**config.mk**
```make
export PLATFORM = sky130hd
export DESIGN_NAME = unified_mem_arbiter_flat
export DESIGN_NICKNAME = d
export VERILOG_FILES = /design/src/rtl/unified_mem_arbiter_pkg.sv /design/src/rtl/unified_mem_arbiter_if.sv /design/src/rtl/unified_mem_arbiter_mem_wait_counter.sv /design/src/rtl/unified_mem_arbiter.sv /design/src/flat_wrapper.sv
export SDC_FILE = /design/constraint.sdc
export NUM_CORES = 1
export LEC_CHECK = 0
export CORE_MARGIN = 8
export CORE_UTILIZATION = 42
export CTS_CLUSTER_SIZE = 16
export DETAILED_ROUTE_END_ITERATION = 12
export PLACE_DENSITY = 0.81
export SYNTH_ARGS = -nofsm -noshare
export SYNTH_HDL_FRONTEND = slang
export SYNTH_SLANG_ARGS = --single-unit
```
**constraint.sdc**
```tcl
create_clock -name clk -period 2.5 [get_ports clk]
set_input_delay 0.25 -clock clk [delete_from_list [all_inputs] [get_ports clk]]
set_output_delay 0.25 -clock clk [all_outputs]
set_load 0.01 [all_outputs]
```
**src/rtl/unified_mem_arbiter_pkg.sv**
```systemverilog
// Shared encodings and sizing helpers for the unified memory arbiter.
package unified_mem_arbiter_pkg;

    typedef enum logic [1:0] {
        IDLE  = 2'b00,
        ACC_I = 2'b01,
        ACC_D = 2'b10
    } arb_state_e;

    typedef enum logic {
        GRANT_I = 1'b0,
        GRANT_D = 1'b1
    } grant_e;

    // The wait counter holds values up to LATENCY-1, but is never narrower than one bit.
    function automatic int cnt_w(input int latency);
        int w;
        w = $clog2(latency);
        return (w < 1) ? 1 : w;
    endfunction

endpackage

```
**src/rtl/unified_mem_arbiter_if.sv**
```systemverilog
// Pipeline-side and memory-side signals of the unified memory arbiter.
// The slave modport is the arbiter's view; the master modport is the view of
// the fetch/memory stages plus the memory macro.
interface unified_mem_arbiter_if #(
    parameter int ADDR_W = 32,
    parameter int DATA_W = 32
);
    logic              IReq;
    logic [ADDR_W-1:0] IAddr;
    logic [DATA_W-1:0] IRdata;
    logic              IReady;
    logic              DReq;
    logic              DWe;
    logic [ADDR_W-1:0] DAddr;
    logic [DATA_W-1:0] DWdata;
    logic [DATA_W-1:0] DRdata;
    logic              DReady;
    logic              StallI;
    logic              StallD;
    logic              MemEn;
    logic              MemWe;
    logic [ADDR_W-1:0] MemAddr;
    logic [DATA_W-1:0] MemWdata;
    logic [DATA_W-1:0] MemRdata;

    modport slave (
        input  IReq, IAddr, DReq, DWe, DAddr, DWdata, MemRdata,
        output IRdata, IReady, DRdata, DReady, StallI, StallD,
               MemEn, MemWe, MemAddr, MemWdata
    );

    modport master (
        output IReq, IAddr, DReq, DWe, DAddr, DWdata, MemRdata,
        input  IRdata, IReady, DRdata, DReady, StallI, StallD,
               MemEn, MemWe, MemAddr, MemWdata
    );
endinterface

```
**src/rtl/unified_mem_arbiter_mem_wait_counter.sv**
```systemverilog
// Down-counter that times one fixed-latency memory access.
// load_i presets LATENCY-1; dec_i counts down to zero and stops there.
module mem_wait_counter
    import unified_mem_arbiter_pkg::*;
#(
    parameter int  LATENCY = 2,
    localparam int CNT_W   = cnt_w(LATENCY)
) (
    input  logic clk,
    input  logic reset,
    input  logic load_i,
    input  logic dec_i,
    output logic done_o
);
    localparam logic [CNT_W-1:0] LOAD_VAL = CNT_W'(LATENCY - 1);

    logic [CNT_W-1:0] cnt_q, cnt_d;

    // Next count: load wins over decrement, saturate at zero.
    always_comb begin
        cnt_d = cnt_q;
        if (load_i)
            cnt_d = LOAD_VAL;
        else if (dec_i && (cnt_q != '0))
            cnt_d = cnt_q - CNT_W'(1);
    end

    // Count register.
    always_ff @(posedge clk or negedge reset) begin
        if (!reset) cnt_q <= '0;
        else        cnt_q <= cnt_d;
    end

    assign done_o = (cnt_q == '0);

endmodule

```
**src/rtl/unified_mem_arbiter.sv**
```systemverilog
// Arbitrates one single-port fixed-latency memory between the instruction
// fetch port (read-only) and the data port (read/write). Ties alternate,
// starting with the data port out of reset.
module unified_mem_arbiter
    import unified_mem_arbiter_pkg::*;
#(
    parameter int LATENCY = 2,
    parameter int ADDR_W  = 32,
    parameter int DATA_W  = 32
) (
    input  logic                  clk,
    input  logic                  reset,
    unified_mem_arbiter_if.slave  bus
);
    // Masking instead of slicing keeps every address bit in use.
    localparam logic [ADDR_W-1:0] ALIGN_MASK = ~ADDR_W'(3);

    arb_state_e        state_q, state_d;
    grant_e            last_q, last_d;
    logic [ADDR_W-1:0] addr_q, addr_d;
    logic              we_q, we_d;
    logic [DATA_W-1:0] wdata_q, wdata_d;
    logic [DATA_W-1:0] irdata_q, irdata_d;
    logic [DATA_W-1:0] drdata_q, drdata_d;
    logic              iready_q, iready_d;
    logic              dready_q, dready_d;
    logic              load, done;
    logic              i_elig, d_elig;

    // A port whose Ready is high this cycle is holding its old request, not a new one.
    assign i_elig = bus.IReq & ~iready_q;
    assign d_elig = bus.DReq & ~dready_q;

    mem_wait_counter #(.LATENCY(LATENCY)) u_wait (
        .clk    (clk),
        .reset  (reset),
        .load_i (load),
        .dec_i  (state_q != IDLE),
        .done_o (done)
    );

    // Grant selection, request latching and completion handling.
    always_comb begin
        state_d  = state_q;
        last_d   = last_q;
        addr_d   = addr_q;
        we_d     = we_q;
        wdata_d  = wdata_q;
        irdata_d = irdata_q;
        drdata_d = drdata_q;
        iready_d = 1'b0;
        dready_d = 1'b0;
        load     = 1'b0;
        case (state_q)
            IDLE: begin
                if (d_elig && (!i_elig || (last_q == GRANT_I))) begin
                    state_d = ACC_D;
                    last_d  = GRANT_D;
                    addr_d  = bus.DAddr & ALIGN_MASK;
                    we_d    = bus.DWe;
                    wdata_d = bus.DWdata;
                    load    = 1'b1;
                end else if (i_elig) begin
                    state_d = ACC_I;
                    last_d  = GRANT_I;
                    addr_d  = bus.IAddr & ALIGN_MASK;
                    we_d    = 1'b0;
                    load    = 1'b1;
                end
            end
            ACC_I: begin
                if (done) begin
                    irdata_d = bus.MemRdata;
                    iready_d = 1'b1;
                    state_d  = IDLE;
                end
            end
            ACC_D: begin
                if (done) begin
                    if (!we_q) drdata_d = bus.MemRdata;
                    dready_d = 1'b1;
                    state_d  = IDLE;
                end
            end
            default: state_d = IDLE;
        endcase
    end

    // Control state; reset aborts any access in flight.
    always_ff @(posedge clk or negedge reset) begin
        if (!reset) begin
            state_q <= IDLE;
            last_q  <= GRANT_I;
        end else begin
            state_q <= state_d;
            last_q  <= last_d;
        end
    end

    // Holding registers, captured read data and completion pulses.
    always_ff @(posedge clk or negedge reset) begin
        if (!reset) begin
            addr_q   <= '0;
            we_q     <= 1'b0;
            wdata_q  <= '0;
            irdata_q <= '0;
            drdata_q <= '0;
            iready_q <= 1'b0;
            dready_q <= 1'b0;
        end else begin
            addr_q   <= addr_d;
            we_q     <= we_d;
            wdata_q  <= wdata_d;
            irdata_q <= irdata_d;
            drdata_q <= drdata_d;
            iready_q <= iready_d;
            dready_q <= dready_d;
        end
    end

    // The write strobe is confined to the last access cycle so the macro commits once.
    assign bus.MemEn    = (state_q != IDLE);
    assign bus.MemWe    = (state_q == ACC_D) & we_q & done;
    assign bus.MemAddr  = addr_q;
    assign bus.MemWdata = wdata_q;
    assign bus.IRdata   = irdata_q;
    assign bus.DRdata   = drdata_q;
    assign bus.IReady   = iready_q;
    assign bus.DReady   = dready_q;
    assign bus.StallI   = bus.IReq & ~iready_q;
    assign bus.StallD   = bus.DReq & ~dready_q;

endmodule

```
**src/flat_wrapper.sv**
```systemverilog
// flat-port wrapper written by rule: the top's interface ports become plain ports
module unified_mem_arbiter_flat import unified_mem_arbiter_pkg::*;
#(
    parameter int LATENCY = 2,
    parameter int ADDR_W  = 32,
    parameter int DATA_W  = 32
)
  (clk, reset, bus_IReq, bus_IAddr, bus_DReq, bus_DWe, bus_DAddr, bus_DWdata, bus_MemRdata, bus_IRdata, bus_IReady, bus_DRdata, bus_DReady, bus_StallI, bus_StallD, bus_MemEn, bus_MemWe, bus_MemAddr, bus_MemWdata);
  unified_mem_arbiter_if #(.ADDR_W(ADDR_W), .DATA_W(DATA_W)) bus_i ();
  input  logic clk;
  input  logic reset;
  input wire logic [$bits(bus_i.IReq)-1:0] bus_IReq;
  input wire logic [$bits(bus_i.IAddr)-1:0] bus_IAddr;
  input wire logic [$bits(bus_i.DReq)-1:0] bus_DReq;
  input wire logic [$bits(bus_i.DWe)-1:0] bus_DWe;
  input wire logic [$bits(bus_i.DAddr)-1:0] bus_DAddr;
  input wire logic [$bits(bus_i.DWdata)-1:0] bus_DWdata;
  input wire logic [$bits(bus_i.MemRdata)-1:0] bus_MemRdata;
  output wire logic [$bits(bus_i.IRdata)-1:0] bus_IRdata;
  output wire logic [$bits(bus_i.IReady)-1:0] bus_IReady;
  output wire logic [$bits(bus_i.DRdata)-1:0] bus_DRdata;
  output wire logic [$bits(bus_i.DReady)-1:0] bus_DReady;
  output wire logic [$bits(bus_i.StallI)-1:0] bus_StallI;
  output wire logic [$bits(bus_i.StallD)-1:0] bus_StallD;
  output wire logic [$bits(bus_i.MemEn)-1:0] bus_MemEn;
  output wire logic [$bits(bus_i.MemWe)-1:0] bus_MemWe;
  output wire logic [$bits(bus_i.MemAddr)-1:0] bus_MemAddr;
  output wire logic [$bits(bus_i.MemWdata)-1:0] bus_MemWdata;
  assign bus_i.IReq = bus_IReq;
  assign bus_i.IAddr = bus_IAddr;
  assign bus_i.DReq = bus_DReq;
  assign bus_i.DWe = bus_DWe;
  assign bus_i.DAddr = bus_DAddr;
  assign bus_i.DWdata = bus_DWdata;
  assign bus_i.MemRdata = bus_MemRdata;
  assign bus_IRdata = bus_i.IRdata;
  assign bus_IReady = bus_i.IReady;
  assign bus_DRdata = bus_i.DRdata;
  assign bus_DReady = bus_i.DReady;
  assign bus_StallI = bus_i.StallI;
  assign bus_StallD = bus_i.StallD;
  assign bus_MemEn = bus_i.MemEn;
  assign bus_MemWe = bus_i.MemWe;
  assign bus_MemAddr = bus_i.MemAddr;
  assign bus_MemWdata = bus_i.MemWdata;
  unified_mem_arbiter #(.LATENCY(LATENCY), .ADDR_W(ADDR_W), .DATA_W(DATA_W)) u_core (.clk(clk), .reset(reset), .bus(bus_i));
endmodule
```
After elaboration in Yosys (flattened, before gate mapping)
Index checks and enable logic that the tools add are counted.
{ "totals": {"register_bits": 135, "input_bits": 133, "word_cells": 55, "out_inout_bits": 134} }
{ "classes": {"bitwise": 9, "addsub": 1, "reduce_logical": 14, "mux": 17, "n_eq_ne": 4} }
{ "op_table": {"columns": ["operator", "n"], "rows": [
  ["two-way mux 32 bit", 2],
  ["two-way mux 1 bit", 11],
  ["AND reduction 2 bit", 4],
  ["two-way mux 2 bit", 3],
  ["nonzero test 2 bit", 3],
  ["NOT 1 bit", 5],
  ["AND 1 bit", 4],
  ["one-hot mux 2 bit (2 select lines)", 1],
  ["!= test 3 x 1 -> 1 bit (second input constant)", 1],
  ["AND reduction 3 bit", 1],
  ["== test 2 x 1 -> 1 bit (second input constant)", 1],
  ["== test 2 bit (second input constant)", 1],
  ["logical AND 1 bit", 2],
  ["zero test 2 bit", 1],
  ["!= test 2 bit (second input constant)", 1],
  ["OR reduction 2 bit", 1],
  ["zero test 1 bit", 1],
  ["logical OR 1 bit", 1],
  ["subtractor 1 bit (second input constant)", 1]
]} }

Depth between registers and ports, before layout
{ "depth": {"ltp_word": 8, "mapped_depth": 7, "mapped_depth_nobuf": 5} }

Modules after synthesis
A second synthesis with hierarchy kept.
{ "hier_totals": {"cells_unflattened": 421, "area_unflattened_um2": 5758.0} }
{ "modules_own_cells": {"columns": ["module", "seq_area_each_um2", "cells_each", "n_inst", "area_per_inst_um2"], "rows": [
  ["unified_mem_arbiter", 3303.2, 418, 1, 5718.0],
  ["mem_wait_counter", 25.0, 3, 1, 40.0]
]} }

Least setup slack after synthesis
OpenSTA, ideal clock, no wires.
{ "synth_path": {"path_kind": "register -> register", "start": "register u_core.state_q[0]", "end": "register u_core.wdata_q[10], in the netlist u_core.bus.MemWdata[10]", "setup_slack_ns": 0.767, "path_stages_with_launch": 7, "setup_ns": 0.127, "t_required_ns": 2.373, "arrival_time_ns": 1.605, "cell_sequence": "dfrtp_1 -> inv_1 -> ha_1 -> inv_2 -> nor3_4 -> buf_6 -> mux2_1"} }
{ "synth_via": {"elab_chain_cells": 2} }
{ "synth_lines": {"columns": ["element", "line_no", "rtl"], "rows": [
  ["from (decl)", "unified_mem_arbiter.sv:18", "arb_state_e state_q, state_d;"],
  ["from (signal assigned)", "unified_mem_arbiter.sv:95", "state_q <= state_d;"],
  ["zero test 2 bit", "unified_mem_arbiter.sv:54", "case (state_q)"],
  ["AND reduction 2 bit (no line)", null, null],
  ["to (signal assigned)", "unified_mem_arbiter.sv:113", "wdata_q <= wdata_d;"],
  ["to (decl)", "unified_mem_arbiter.sv:22", "logic [DATA_W-1:0] wdata_q, wdata_d;"]
]} }
Every way passes these cells.
A chain may end at the register's enable or synchronous reset.

Final worst setup path
{ "layout_path": {"start": "register u_core.state_q[1]", "end": "output port bus_MemEn"} }
{ "layout_via": {"elab_chain_cells": 1} }
{ "layout_lines": {"columns": ["element", "line_no", "rtl"], "rows": [
  ["nonzero test 2 bit", "unified_mem_arbiter.sv:122", "assign bus.MemEn = (state_q != IDLE);"],
  ["to (decl)", "flat_wrapper.sv:25", "output wire logic [$bits(bus_i.MemEn)-1:0] bus_MemEn;"]
]} }
Every way passes these cells.

==> reports/results.tsv <==
metric	value	unit
row count	43	
insertion delay to the later sink of the worst-skew pair	410	ps
layout cells sized above 1	16.7	%
commonest cells after routing, fill and taps aside	sky130_fd_sc_hd__clkdlybuf4s50_1, sky130_fd_sc_hd__dfrtp_1, sky130_fd_sc_hd__mux2_2	
via count of the first global-routing pass	5135	
Clk Tree Root Cell	sky130_fd_sc_hd__clkbuf_16	
port buffer count	260	
maxcap violations	0	
post-synthesis instance area	5840	sq um
hold crit path type	input port to asynchronous set/reset pin	
maximum buffer depth of the clock tree	2	
number of standard cells after synthesis	450	
Critical Path Source Type	flip-flop	
post-CTS clock slew at the launch and capture registers of the worst setup and hold paths	50	ps
TritonCTS Buffers	17	
endpoint class of the critical path	primary output	
Setup Skew	6.60	ps
IO Count	267	
relative slew slack	62.0	%
Avg Vias per Cell	5.25	
layout filler cell count	971	
number of register bits inferred by synthesis	133	
power density over cell area	1300	nW/um^2
status	completed	
gr usage total	19.9	%
Hold Vio Cnt, Final	0	
Die ar.	17900	sq um
Peak VDD IR	0.694	mV
largest net degree at the start of global routing	73	
clock tree from TritonCTS	yes	
final period demand of the worst path	2270	ps
setup violators final	0	
distinct cell type count of the synthesized netlist	30	
number of vias in the routed layout	4723	
maximum level of the CTS H-tree	4	
LEAKAGE	0.00400	uW
actual slew at the worst max-slew pin	569	ps
Final #Nets	842	
global route overflow	0	
synthesis warning total	0	
final max-slew violation count	0	
routability congestion estimate	0.821	
Die Y-Extent	134	um
period utilisation layout	90.9	%
mean routed wirelength per cell	20.0	um
drt total wl	18000	um
top-area cell type share of the netlist area	57.0	%
category of the critical setup timing path	flip-flop to primary output	
initial core utilization	42.5	%
ANT nets after route	0	
cells resized by post-CTS repair	0	
post-detailed-route DRC marker count	0	
router iterations before antenna repair	5	
largest area contributor in the netlist	sky130_fd_sc_hd__dfrtp_1	
top cells by area, synth	sky130_fd_sc_hd__dfrtp_1, sky130_fd_sc_hd__mux2_2, sky130_fd_sc_hd__mux2_1	
Post-CTS Setup Repair Bufs	0	
Crit Path Max Fanout	17	
arrival time at the worst endpoint	2020	ps
detailed-placement wirelength estimate	13400	um
most common cell after layout, fill and taps aside	sky130_fd_sc_hd__clkdlybuf4s50_1	
clock sink total	133	
initial antenna violation count	1	
count of placed standard cells including taps	866	
Hold Slack	252	ps
path depth of the worst reg2reg path	6	
Avg Synthesized Cell Area	13.0	sq um
placeable core region	13700	sq um
final instance count without filler cells	900	
proportion of synthesized chip area in sequential cells	57.0	%
die width	134	um
synthesis-to-finish area growth	59.3	%
Fmax	440	MHz
final-layout setup total negative slack	0	ps
unrepaired setup endpoints after global routing	false	
DRT iter0 DRCs	228	
CP required	2250	ps
setup slack of the worst register-to-register path	560	ps
first-pass GRT wire length	27900	um
## cell type report
cell class | count | area [sq um] | share of cell area, %
multi-input combinational | 241 | 2190 | 23.5
clock buffer | 25 | 505 | 5.44
inverter | 36 | 135 | 1.45
tap | 180 | 225 | 2.42
clock inverter | 7 | 141 | 1.52
timing repair buffer | 277 | 2770 | 29.8
sequential | 133 | 3330 | 35.8
antenna | 1 | 2.50 | 0.0269
## critical path, cell delays in order (launching register included)
cell                              delay (ps)
sky130_fd_sc_hd__dfrtp_1                 390
sky130_fd_sc_hd__inv_1                    90
sky130_fd_sc_hd__ha_1                    250
sky130_fd_sc_hd__inv_2                   270
sky130_fd_sc_hd__clkdlybuf4s50_1         620
## flip-flops by register name, indices dropped and copies added, names as in the netlist
name / cells
u_core.bus.IRdata: 32
u_core.last_q: 1
u_core.bus.MemWdata: 32
u_core.we_q: 1
u_core.bus.DReady: 1
u_core.bus.IReady: 1
u_core.bus.DRdata: 32
u_core.bus.MemAddr: 30
u_core.state_q: 2
u_core.u_wait.cnt_q: 1
## stage by stage
step | util, % | power (uW) | cell area, sq um | worst slack [ps]
finish | 67.7 | 12100 | 9290 | 227
global route | 67.7 | 12800 | 9290 | 119
CTS | 67.7 | 12300 | 9290 | 209
detailed placement | 62.9 | 9540 | 8630 | 565
global placement | 62.9 | 9300 | 8630 | 648
floorplan | - | 6370 | 5840 | 767
## cells in the mapped netlist
library cell                instances
sky130_fd_sc_hd__a21o_1             1
sky130_fd_sc_hd__a221oi_1          30
sky130_fd_sc_hd__a22o_1             2
sky130_fd_sc_hd__a22oi_1           30
sky130_fd_sc_hd__and2_1             1
sky130_fd_sc_hd__and3b_1           31
sky130_fd_sc_hd__buf_1              1
sky130_fd_sc_hd__buf_2              7
sky130_fd_sc_hd__buf_4              5
sky130_fd_sc_hd__buf_6              3
sky130_fd_sc_hd__clkbuf_1          25
sky130_fd_sc_hd__conb_1             1
sky130_fd_sc_hd__dfrtp_1          133
sky130_fd_sc_hd__ha_1               3
sky130_fd_sc_hd__inv_1             35
sky130_fd_sc_hd__inv_2              1
sky130_fd_sc_hd__mux2_1            28
sky130_fd_sc_hd__mux2_2            68
sky130_fd_sc_hd__nand2_1            2
sky130_fd_sc_hd__nand2b_1           3
sky130_fd_sc_hd__nand3_1            1
sky130_fd_sc_hd__nand3b_1           1
sky130_fd_sc_hd__nor2b_1            2
sky130_fd_sc_hd__nor3_4             1
sky130_fd_sc_hd__o2111ai_1          1
sky130_fd_sc_hd__o21a_1             1
sky130_fd_sc_hd__o21ai_0           30
sky130_fd_sc_hd__o21ai_1            1
sky130_fd_sc_hd__o311ai_0           1
sky130_fd_sc_hd__o31ai_1            1
## metal layers
| layer | GRT usage (%) | routed length, um | vias up |
|---|---|---|---|
| met5 | 0 | 0 | - |
| met4 | 9.48 | 522 | 0 |
| met3 | 8.60 | 1980 | 35 |
| met2 | 34.2 | 9250 | 236 |
| met1 | 20.5 | 6280 | 2312 |
| li1 | - | - | 2140 |
## cell families after synthesis
family	count (synthesis)	synth area share (%)
muxes	96	18.5
and+or+nand+nor	42	5.92
DFF	133	57.0
AOI/OAI and AO/OA	98	12.0
other	1	0.0643
buffers and inverters	77	5.81
adders and majority gates	3	0.643
## report_power, final
group	switching [uW]	leakage, uW	total, uW	internal [uW]
Combinational	2370	0.00213	5600	3230
Sequential	577	0.00156	3840	3260
Clock	874	0.000314	2680	1800
## final timing paths
path / from / to
min in group clk: bus_IAddr[14] / u_core.bus.MemAddr[14]
hold reg to reg: u_core.bus.MemWdata[11] / u_core.bus.MemWdata[11]
setup reg to reg: u_core.state_q[1] / u_core.bus.MemWdata[3]
hold / removal: reset / u_core.bus.MemAddr[12]
max in group asynchronous: reset / u_core.bus.DRdata[24]
setup / recovery: u_core.state_q[1] / bus_MemEn
## repair_timing
action                                  in CTS  in global routing
hold endpoints to repair                    16                  0
endpoints found under the setup margin       0                  0
hold buffers                                 1                  0
No activity file was read; power rests on OpenSTA's default activity.
